File: src/rtl/aim65_boot_sequencer_if.sv
// Request/status bundle between the MiSTer emu wrapper and the aim65 boot sequencer.
interface aim65_boot_sequencer_if;
  logic       sw_reset;
  logic       btn_reset;
  logic [1:0] ext_sel_req;
  logic       kbd_not_tty_req;
  logic       core_reset;
  logic       cpu_ce;
  logic [1:0] ext_sel_active;
  logic       kbd_not_tty_active;
  logic       seq_busy;
  logic [7:0] reset_count;

  modport master (
    output sw_reset, btn_reset, ext_sel_req, kbd_not_tty_req,
    input  core_reset, cpu_ce, ext_sel_active, kbd_not_tty_active, seq_busy, reset_count
  );

  modport slave (
    input  sw_reset, btn_reset, ext_sel_req, kbd_not_tty_req,
    output core_reset, cpu_ce, ext_sel_active, kbd_not_tty_active, seq_busy, reset_count
  );
endinterface

File: src/rtl/aim65_boot_sequencer.sv
// Merges OSD/button/power-on resets into one timed core reset, applies config only
// through a reset, and gates the 1 MHz CPU clock-enable outside RUN.
module aim65_boot_sequencer #(
  parameter int unsigned HOLD_CYCLES   = 100,
  parameter int unsigned SETTLE_CYCLES = 1024,
  parameter int unsigned CPU_DIV       = 50
) (
  input logic                    clk_sys,
  input logic                    reset_n,
  aim65_boot_sequencer_if.slave  bus
);
  localparam int unsigned HW = $clog2(HOLD_CYCLES);
  localparam int unsigned SW = $clog2(SETTLE_CYCLES);
  localparam int unsigned DW = $clog2(CPU_DIV);
  localparam logic [HW-1:0] HOLD_LAST   = HW'(HOLD_CYCLES - 1);
  localparam logic [SW-1:0] SETTLE_LAST = SW'(SETTLE_CYCLES - 1);
  localparam logic [DW-1:0] DIV_LAST    = DW'(CPU_DIV - 1);

  typedef enum logic [1:0] {HOLD, RUN, SETTLE} state_t;

  state_t        state;
  logic [HW-1:0] hold_cnt;
  logic [SW-1:0] settle_cnt;
  logic [DW-1:0] div_cnt;
  logic          sw_meta, sw_sync, btn_meta, btn_sync;
  logic [1:0]    ext_q;
  logic          kbd_q;
  logic [2:0]    last_req;
  logic [7:0]    rst_cnt;
  logic          req;
  logic [2:0]    cfg_req;
  logic [2:0]    cfg_act;

  assign req     = sw_sync | btn_sync;
  assign cfg_req = {bus.ext_sel_req, bus.kbd_not_tty_req};
  assign cfg_act = {ext_q, kbd_q};

  always_ff @(posedge clk_sys or negedge reset_n) begin
    if (!reset_n) begin
      state      <= HOLD;
      hold_cnt   <= '0;
      settle_cnt <= '0;
      div_cnt    <= '0;
      sw_meta    <= 1'b0;
      sw_sync    <= 1'b0;
      btn_meta   <= 1'b0;
      btn_sync   <= 1'b0;
      ext_q      <= '0;
      kbd_q      <= 1'b1;
      last_req   <= '0;
      rst_cnt    <= '0;
    end else begin
      sw_meta  <= bus.sw_reset;
      sw_sync  <= sw_meta;
      btn_meta <= bus.btn_reset;
      btn_sync <= btn_meta;
      case (state)
        HOLD: begin
          div_cnt <= '0;
          if (hold_cnt == HOLD_LAST) begin
            // Counter parks at its last value so a held request stretches the reset.
            if (!req) begin
              state <= RUN;
              ext_q <= bus.ext_sel_req;
              kbd_q <= bus.kbd_not_tty_req;
            end
          end else begin
            hold_cnt <= hold_cnt + 1'b1;
          end
        end
        RUN: begin
          if (req) begin
            state    <= HOLD;
            hold_cnt <= '0;
            div_cnt  <= '0;
            if (rst_cnt != 8'hFF) rst_cnt <= rst_cnt + 8'd1;
          end else if (cfg_req != cfg_act) begin
            state      <= SETTLE;
            settle_cnt <= '0;
            last_req   <= cfg_req;
            div_cnt    <= '0;
          end else begin
            div_cnt <= (div_cnt == DIV_LAST) ? '0 : div_cnt + 1'b1;
          end
        end
        SETTLE: begin
          div_cnt <= '0;
          if (req) begin
            state    <= HOLD;
            hold_cnt <= '0;
            if (rst_cnt != 8'hFF) rst_cnt <= rst_cnt + 8'd1;
          end else if (cfg_req == cfg_act) begin
            state <= RUN;
          end else if (cfg_req != last_req) begin
            last_req   <= cfg_req;
            settle_cnt <= '0;
          end else if (settle_cnt == SETTLE_LAST) begin
            state    <= HOLD;
            hold_cnt <= '0;
            if (rst_cnt != 8'hFF) rst_cnt <= rst_cnt + 8'd1;
          end else begin
            settle_cnt <= settle_cnt + 1'b1;
          end
        end
        default: state <= HOLD;
      endcase
    end
  end

  assign bus.core_reset         = (state == HOLD);
  assign bus.seq_busy           = (state != RUN);
  assign bus.cpu_ce             = (state == RUN) && (div_cnt == DIV_LAST);
  assign bus.ext_sel_active     = ext_q;
  assign bus.kbd_not_tty_active = kbd_q;
  assign bus.reset_count        = rst_cnt;
endmodule
File: src/flat_wrapper.sv
// flat-port wrapper written by rule: the top's interface ports become plain ports
module aim65_boot_sequencer_flat 
#(
  parameter int unsigned HOLD_CYCLES   = 100,
  parameter int unsigned SETTLE_CYCLES = 1024,
  parameter int unsigned CPU_DIV       = 50
)
  (clk_sys, reset_n, bus_sw_reset, bus_btn_reset, bus_ext_sel_req, bus_kbd_not_tty_req, bus_core_reset, bus_cpu_ce, bus_ext_sel_active, bus_kbd_not_tty_active, bus_seq_busy, bus_reset_count);
  aim65_boot_sequencer_if bus_i ();
  input logic clk_sys;
  input logic reset_n;
  input wire logic [$bits(bus_i.sw_reset)-1:0] bus_sw_reset;
  input wire logic [$bits(bus_i.btn_reset)-1:0] bus_btn_reset;
  input wire logic [$bits(bus_i.ext_sel_req)-1:0] bus_ext_sel_req;
  input wire logic [$bits(bus_i.kbd_not_tty_req)-1:0] bus_kbd_not_tty_req;
  output wire logic [$bits(bus_i.core_reset)-1:0] bus_core_reset;
  output wire logic [$bits(bus_i.cpu_ce)-1:0] bus_cpu_ce;
  output wire logic [$bits(bus_i.ext_sel_active)-1:0] bus_ext_sel_active;
  output wire logic [$bits(bus_i.kbd_not_tty_active)-1:0] bus_kbd_not_tty_active;
  output wire logic [$bits(bus_i.seq_busy)-1:0] bus_seq_busy;
  output wire logic [$bits(bus_i.reset_count)-1:0] bus_reset_count;
  assign bus_i.sw_reset = bus_sw_reset;
  assign bus_i.btn_reset = bus_btn_reset;
  assign bus_i.ext_sel_req = bus_ext_sel_req;
  assign bus_i.kbd_not_tty_req = bus_kbd_not_tty_req;
  assign bus_core_reset = bus_i.core_reset;
  assign bus_cpu_ce = bus_i.cpu_ce;
  assign bus_ext_sel_active = bus_i.ext_sel_active;
  assign bus_kbd_not_tty_active = bus_i.kbd_not_tty_active;
  assign bus_seq_busy = bus_i.seq_busy;
  assign bus_reset_count = bus_i.reset_count;
  aim65_boot_sequencer #(.HOLD_CYCLES(HOLD_CYCLES), .SETTLE_CYCLES(SETTLE_CYCLES), .CPU_DIV(CPU_DIV)) u_core (.clk_sys(clk_sys), .reset_n(reset_n), .bus(bus_i));
endmodule
File: config.mk
export PLATFORM = sky130hd
export DESIGN_NAME = aim65_boot_sequencer_flat
export DESIGN_NICKNAME = d
export VERILOG_FILES = /design/src/rtl/aim65_boot_sequencer_if.sv /design/src/rtl/aim65_boot_sequencer.sv /design/src/flat_wrapper.sv
export SDC_FILE = /design/constraint.sdc
export NUM_CORES = 1
export LEC_CHECK = 0
export ABC_AREA = 1
export CORE_MARGIN = 2
export CORE_UTILIZATION = 46
export DETAILED_ROUTE_END_ITERATION = 16
export PLACE_DENSITY_LB_ADDON = 0.15
export SYNTH_ARGS = -nofsm -noshare
export SYNTH_HDL_FRONTEND = slang
export SYNTH_SLANG_ARGS = --single-unit
File: constraint.sdc
create_clock -name clk_sys -period 3.8 [get_ports clk_sys]
set_clock_uncertainty 0.05 [all_clocks]
set_input_delay 0.76 -clock clk_sys [delete_from_list [all_inputs] [get_ports clk_sys]]
set_output_delay 0.76 -clock clk_sys [all_outputs]
set_load 0.005 [all_outputs]
==> impl_metrics.env, run 1 <==
export IMPL_die_w_um=77.9
export IMPL_fin_crit_sh=0.657
export IMPL_cts_tree="built"
export IMPL_syn_avg_cell_area_sq_um=7.46
export IMPL_drtIter0Drc=79
export IMPL_initial_core_util=0.483
export IMPL_first_pass_iters=4
export IMPL_cts_resized_gates=0
export IMPL_drc_errors=0
export IMPL_area_growth_pct=15.3
export IMPL_hold_path_cell_count=0
export IMPL_grt_usage=0.184
export IMPL_numCtsBuffers=5
export IMPL_worst_setup_path_start_kind="flop"
export IMPL_grt_max_degree=44
export IMPL_avgRoutedWirePerCell_um=11.6
export IMPL_worst_pin_slew_ns=0.961
export IMPL_num_rows=26
export IMPL_ant_nets=0
export IMPL_synth_seq_area_share=0.428
export IMPL_dp_cells=423
export IMPL_vdd_drop_max_v=0.000147
export IMPL_mostFrequentLayoutCell="nand2_1"
export IMPL_fmax_mhz=400
export IMPL_mostFrequentLayoutCells="nand2_1 (105), dfrtp_1 (42), inv_1 (38)"
export IMPL_status="completed"
export IMPL_place_congestion=0.805
export IMPL_drive_gt1_frac=0.0748
export IMPL_dieArea_sq_um=6070
export IMPL_clkTransAtPathRegs_ns=0.09
export IMPL_nNetsFinal=376
export IMPL_dp_hpwl_um=3610
export IMPL_synth_top_area_share=0.418
export IMPL_finalCriticalPeriod_ns=2.50
export IMPL_io_pins=21
export IMPL_slew_viol_final=0
export IMPL_worstPathMaxFanout=4
export IMPL_worstSetupPathType="reg -> out"
export IMPL_ys_top_cells_by_area="dfrtp_1 (42%), nand2_1 (16%), nand3_1 (7.0%)"
export IMPL_final_area_sq_um=2900
export IMPL_end_kind="primary output"
export IMPL_finalSetupTns_ns=0
export IMPL_p_per_area_nw_per_um2=317
export IMPL_cp_arrival_ns=1.69
export IMPL_yosys_warnings=0
export IMPL_grt_remaining_overflow=0
export IMPL_hold_class="reg -> reg"
export IMPL_die_h_um=77.9
export IMPL_hold_buffers=0
export IMPL_syn_area_sq_um=2510
export IMPL_wirelength_um=5000
export IMPL_cts_sinks=43
export IMPL_synth_largest_area_cell="dfrtp_1"
export IMPL_cp_required_ns=2.99
export IMPL_maxSlewHeadroom=0.360
export IMPL_clock_tree_buffer_depth=2
export IMPL_power_total_uw=918
export IMPL_grt_pass1_wl_um=9070
export IMPL_port_buffers=20
export IMPL_grt_pass1_vias=2089
export IMPL_synth_cells=337
export IMPL_synth_seq_cells=43
export IMPL_r2r_cells=10
export IMPL_place_area_sq_um=2760
export IMPL_hold_violations=0
export IMPL_core_sq_um=5200
export IMPL_setup_violations=0
export IMPL_cts_root_buf="clkbuf_8"
export IMPL_instances_no_fill=431
export IMPL_ys_types=32
export IMPL_drv_cap=0
export IMPL_post_cts_buffers=0
export IMPL_diodes=0
export IMPL_rsz0062_at_grt="no"
export IMPL_vias_per_cell=4.90
export IMPL_antenna_found_initial=0
export IMPL_clk_latency_ns=0.30
export IMPL_syn_nets=353
export IMPL_vias=2110
export IMPL_p_leak_uw=0.00149
export IMPL_cts_htree_levels=2
[cell type report]
cell class | count | area (sq um)
multi-input combinational | 248 | 1240
fill | 524 | 2310
timing repair buffer | 20 | 195
clock inverter | 3 | 67.6
clock buffer | 5 | 68.8
sequential | 43 | 1080
tap | 70 | 87.6
inverter | 42 | 158
[cells in the mapped netlist]
cell / count
a21oi_1: 10
a31oi_1: 1
a31oi_2: 1
and3_1: 1
buf_2: 1
buf_4: 1
buf_6: 2
clkinv_1: 1
dfrtp_1: 42
dfstp_2: 1
ha_1: 9
inv_1: 38
inv_2: 3
mux2_2: 1
nand2_1: 105
nand2_2: 5
nand2_4: 1
nand3_1: 35
nand3_2: 1
nand4_1: 6
nor2_1: 27
nor2_2: 3
nor2_4: 1
nor3_1: 10
nor3b_1: 2
nor4_1: 4
o21ai_0: 7
o21ai_1: 6
o22ai_1: 1
or2_2: 1
xnor2_1: 3
xor2_1: 7
[registers in the layout, indices dropped and copies added, names as in the netlist]
signal                         count
u_core.settle_cnt                 10
u_core.btn_sync                    1
u_core.sw_sync                     1
u_core.div_cnt                     6
u_core.hold_cnt                    7
u_core.sw_meta                     1
u_core.btn_meta                    1
u_core.bus.reset_count             8
u_core.last_req                    3
u_core.bus.kbd_not_tty_active      1
u_core.bus.ext_sel_active          2
u_core.state                       2
[kinds of logic (layout without fill, tap and decap cells)]
kind of cell | after synthesis | after routing | synth area share
simple gates | 202 | 202 | 0.355
mux | 1 | 1 | 0.00448
compound gates | 26 | 26 | 0.0557
xor+xnor | 10 | 10 | 0.0348
flops | 43 | 43 | 0.428
fa+ha+maj | 9 | 9 | 0.0448
buf+inv | 46 | 70 | 0.0766
[where the power goes]
part           switching [uW]  internal [uW]  total (uW)
Combinational            19.1           9.95        29.1
Sequential               1.16            460         461
Clock                     165            262         427
[routing by layer]
metal	up-vias	global-route usage	part of all wire
li1	1121	-	-
met1	967	0.238	0.49
met2	20	0.310	0.48
met3	2	0.0384	0.025
met4	0	0.0544	0.0062
met5	-	0	0
[stage by stage]
stage / utilization / hold WS, ns / setup WS (ns)
final: 0.557 / 0.306 / 1.30
after global routing: 0.557 / 0.313 / 1.20
after CTS: 0.557 / 0.307 / 1.27
after detailed placement: 0.531 / 0.286 / 1.14
after global placement: 0.531 / 0.287 / 1.17
after floorplan: - / 0.281 / 1.90
[path summary, 6_finish.rpt]
check / from / end / slack (ns)
worst min register to register: u_core.sw_meta$_DFF_PN0_ / u_core.sw_sync$_DFF_PN0_ / 0.31
max in group asynchronous: reset_n / u_core.hold_cnt[5]$_DFFE_PN0P_ / 2.54
min in group asynchronous: reset_n / u_core.settle_cnt[5]$_DFFE_PN0P_ / 0.56
worst min-delay path: u_core.sw_meta$_DFF_PN0_ / u_core.sw_sync$_DFF_PN0_ / 0.31
worst max-delay path: u_core.div_cnt[1]$_DFFE_PN0N_ / bus_cpu_ce / 1.30
worst max register to register: u_core.state[0]$_DFFE_PN0P_ / u_core.settle_cnt[1]$_DFFE_PN0P_ / 1.82
[worst max-delay path, cell delays in order (launching register included)]
cell and delay [ns]:
dfrtp_1 0.41, inv_1 0.09, ha_1 0.14, nand4_1 0.13, nor2_1 0.11, clkdlybuf4s50_1 0.51
Power figures use the tool's default switching activity.
==> run 2: changes to the inputs <==
==> constraint.sdc (replaced) <==
create_clock -name clk_sys -period 2.45 [get_ports clk_sys]
set_clock_uncertainty 0.05 [all_clocks]
set_input_delay 0.49 -clock clk_sys [delete_from_list [all_inputs] [get_ports clk_sys]]
set_output_delay 0.49 -clock clk_sys [all_outputs]
set_load 0.005 [all_outputs]
==> run 2 against run 1 <==
Clock-buffer cell count is 1 higher; first-iteration DRC count is 7.6% higher; sequential share of layout area down 0.25 points; hold slack worse by 0.10 ns; final area increased by 0.69%; via count grew 3.1%; power rose by 35%; combinational power is 66% higher; global-route usage decreased by 0.93 points; clock power increased by 12%; register-to-register slack lost 1.3 ns; critical path type unchanged; largest cell class unchanged.
==> impl_metrics.env, run 2 (synthesis gave the netlist of run 1 again) <==
export IMPL_status="completed"
export IMPL_area_growth_pct=16.1
export IMPL_fin_crit_sh=0.901
export IMPL_io_pins=21
export IMPL_grt_usage=0.175
export IMPL_grt_pass1_vias=1967
export IMPL_port_buffers=20
export IMPL_clk_latency_ns=0.30
export IMPL_mostFrequentLayoutCell="nand2_1"
export IMPL_antenna_found_initial=0
export IMPL_cp_arrival_ns=1.67
export IMPL_internal_power_uw=962
export IMPL_numCtsBuffers=5
export IMPL_end_kind="primary output"
export IMPL_clkTransAtPathRegs_ns=0.08
export IMPL_drc_errors=0
export IMPL_wirelength_um=5010
export IMPL_drtIter0Drc=85
export IMPL_grt_remaining_overflow=0
export IMPL_p_comb_frac=0.039
export IMPL_drv_cap=0
export IMPL_swShare=0.226
export IMPL_vdd_drop_max_v=0.000228
export IMPL_worst_pin_slew_ns=0.543
export IMPL_hold_violations=0
export IMPL_initial_core_util=0.483
export IMPL_first_pass_iters=6
export IMPL_pwr_share_clk=0.385
export IMPL_cts_htree_levels=2
export IMPL_p_per_area_nw_per_um2=426
export IMPL_power_total_uw=1240
export IMPL_maxSlewHeadroom=0.638
export IMPL_switchingPower_uw=280
export IMPL_regMostFlops="u_core.settle_cnt"
export IMPL_cts_sinks=43
export IMPL_rsz0062_at_grt="no"
export IMPL_avgRoutedWirePerCell_um=11.5
export IMPL_dieArea_sq_um=6070
export IMPL_setup_slack_ns=0.243
export IMPL_die_h_um=77.9
export IMPL_post_cts_buffers=0
export IMPL_slew_viol_final=0
export IMPL_ant_nets=0
export IMPL_vias=2176
export IMPL_vias_per_cell=4.98
export IMPL_hold_buffers=0
export IMPL_diodes=0
export IMPL_fmax_mhz=453
export IMPL_cp_required_ns=1.91
export IMPL_seq_power_share=0.576
export IMPL_whs_ns=0.205
export IMPL_cts_resized_gates=0
export IMPL_grt_max_degree=44
export IMPL_core_sq_um=5200
export IMPL_place_congestion=0.826
export IMPL_worstPathMaxFanout=4
export IMPL_fin_util=0.561
export IMPL_p_leak_uw=0.00150
export IMPL_die_w_um=77.9
export IMPL_nNetsFinal=382
export IMPL_nFillCells=498
export IMPL_worstSetupPathType="reg -> out"
export IMPL_setup_violations=0
export IMPL_worst_setup_path_start_kind="flop"
export IMPL_clock_tree_buffer_depth=2
export IMPL_dp_hpwl_um=3700
export IMPL_finalCriticalPeriod_ns=2.21
export IMPL_drive_gt1_frac=0.0899
export IMPL_place_ws_ns=0.107
export IMPL_cts_root_buf="clkbuf_8"
export IMPL_largest_reg_flops=10
export IMPL_hold_class="in -> async"
export IMPL_mostFrequentLayoutCells="nand2_1 (105), dfrtp_1 (42), inv_1 (38)"
export IMPL_num_rows=26
export IMPL_cts_tree="built"
export IMPL_grt_pass1_wl_um=8600
export IMPL_finalSetupTns_ns=0
[run 2: cell count changes in the layout (fill, tap and decap cells not counted), sizes merged]
cell	change
clkbuf	+1
bufinv	-2
clkinv	+1
buf	+6
[run 2: final cells by class]
| cell class | instances | area, sq um | share of cell area |
|---|---|---|---|
| inverters | 42 | 158 | 0.0540 |
| clock buffers | 6 | 82.6 | 0.0283 |
| repair buffers | 26 | 253 | 0.0866 |
| flip-flops and latches | 43 | 1080 | 0.369 |
| well taps | 70 | 87.6 | 0.0300 |
| clock inverters | 2 | 16.3 | 0.00557 |
| multi-input cells | 248 | 1240 | 0.426 |
[run 2: routing by layer]
metal / track usage / up-vias / part of all wire
li1: - / 1134 / -
met1: 0.221 / 1010 / 0.47
met2: 0.298 / 25 / 0.48
met3: 0.0465 / 7 / 0.037
met4: 0.0421 / 0 / 0.011
met5: 0 / - / 0
[run 2: path summary, 6_finish.rpt]
path                                             startpoint                                         to  slack, ns  cells past startpoint
max                           u_core.div_cnt[1]$_DFFE_PN0N_                                 bus_cpu_ce       0.24                      5
min                                                 reset_n              u_core.div_cnt[0]$_DFFE_PN0N_       0.21                      2
max reg2reg                u_core.settle_cnt[0]$_DFFE_PN0P_      u_core.bus.reset_count[5]$_DFFE_PN0P_       0.56                     12
min reg2reg                        u_core.sw_meta$_DFF_PN0_                   u_core.sw_sync$_DFF_PN0_       0.30                      0
max in group asynchronous                           reset_n  u_core.bus.kbd_not_tty_active$_DFFE_PN1P_       1.77                      2
min in group clk_sys               u_core.sw_meta$_DFF_PN0_                   u_core.sw_sync$_DFF_PN0_       0.30                      0
[run 2: stage by stage]
stage,cells,instance area [sq um]
after floorplan,337,2510
after detailed placement,429,2820
after global routing,437,2920
after global placement,429,2820
final,437,2920
after CTS,437,2920
[run 2: power by group through the flow]
stage / Combinational (uW) / Sequential, uW / Clock, uW
after global routing: 55.3 / 716 / 531
after CTS: 50.2 / 716 / 500
after global placement: 49.6 / 730 / 0
after detailed placement: 50.0 / 730 / 0
after floorplan: 17.9 / 730 / 0
final: 48.4 / 716 / 478
[run 2: worst max-delay path: stages, from the launching register on]
cell	delay (ns)
dfrtp_1	0.41
inv_1	0.08
ha_1	0.13
nand4_1	0.12
nor2_1	0.11
clkdlybuf4s50_1	0.51
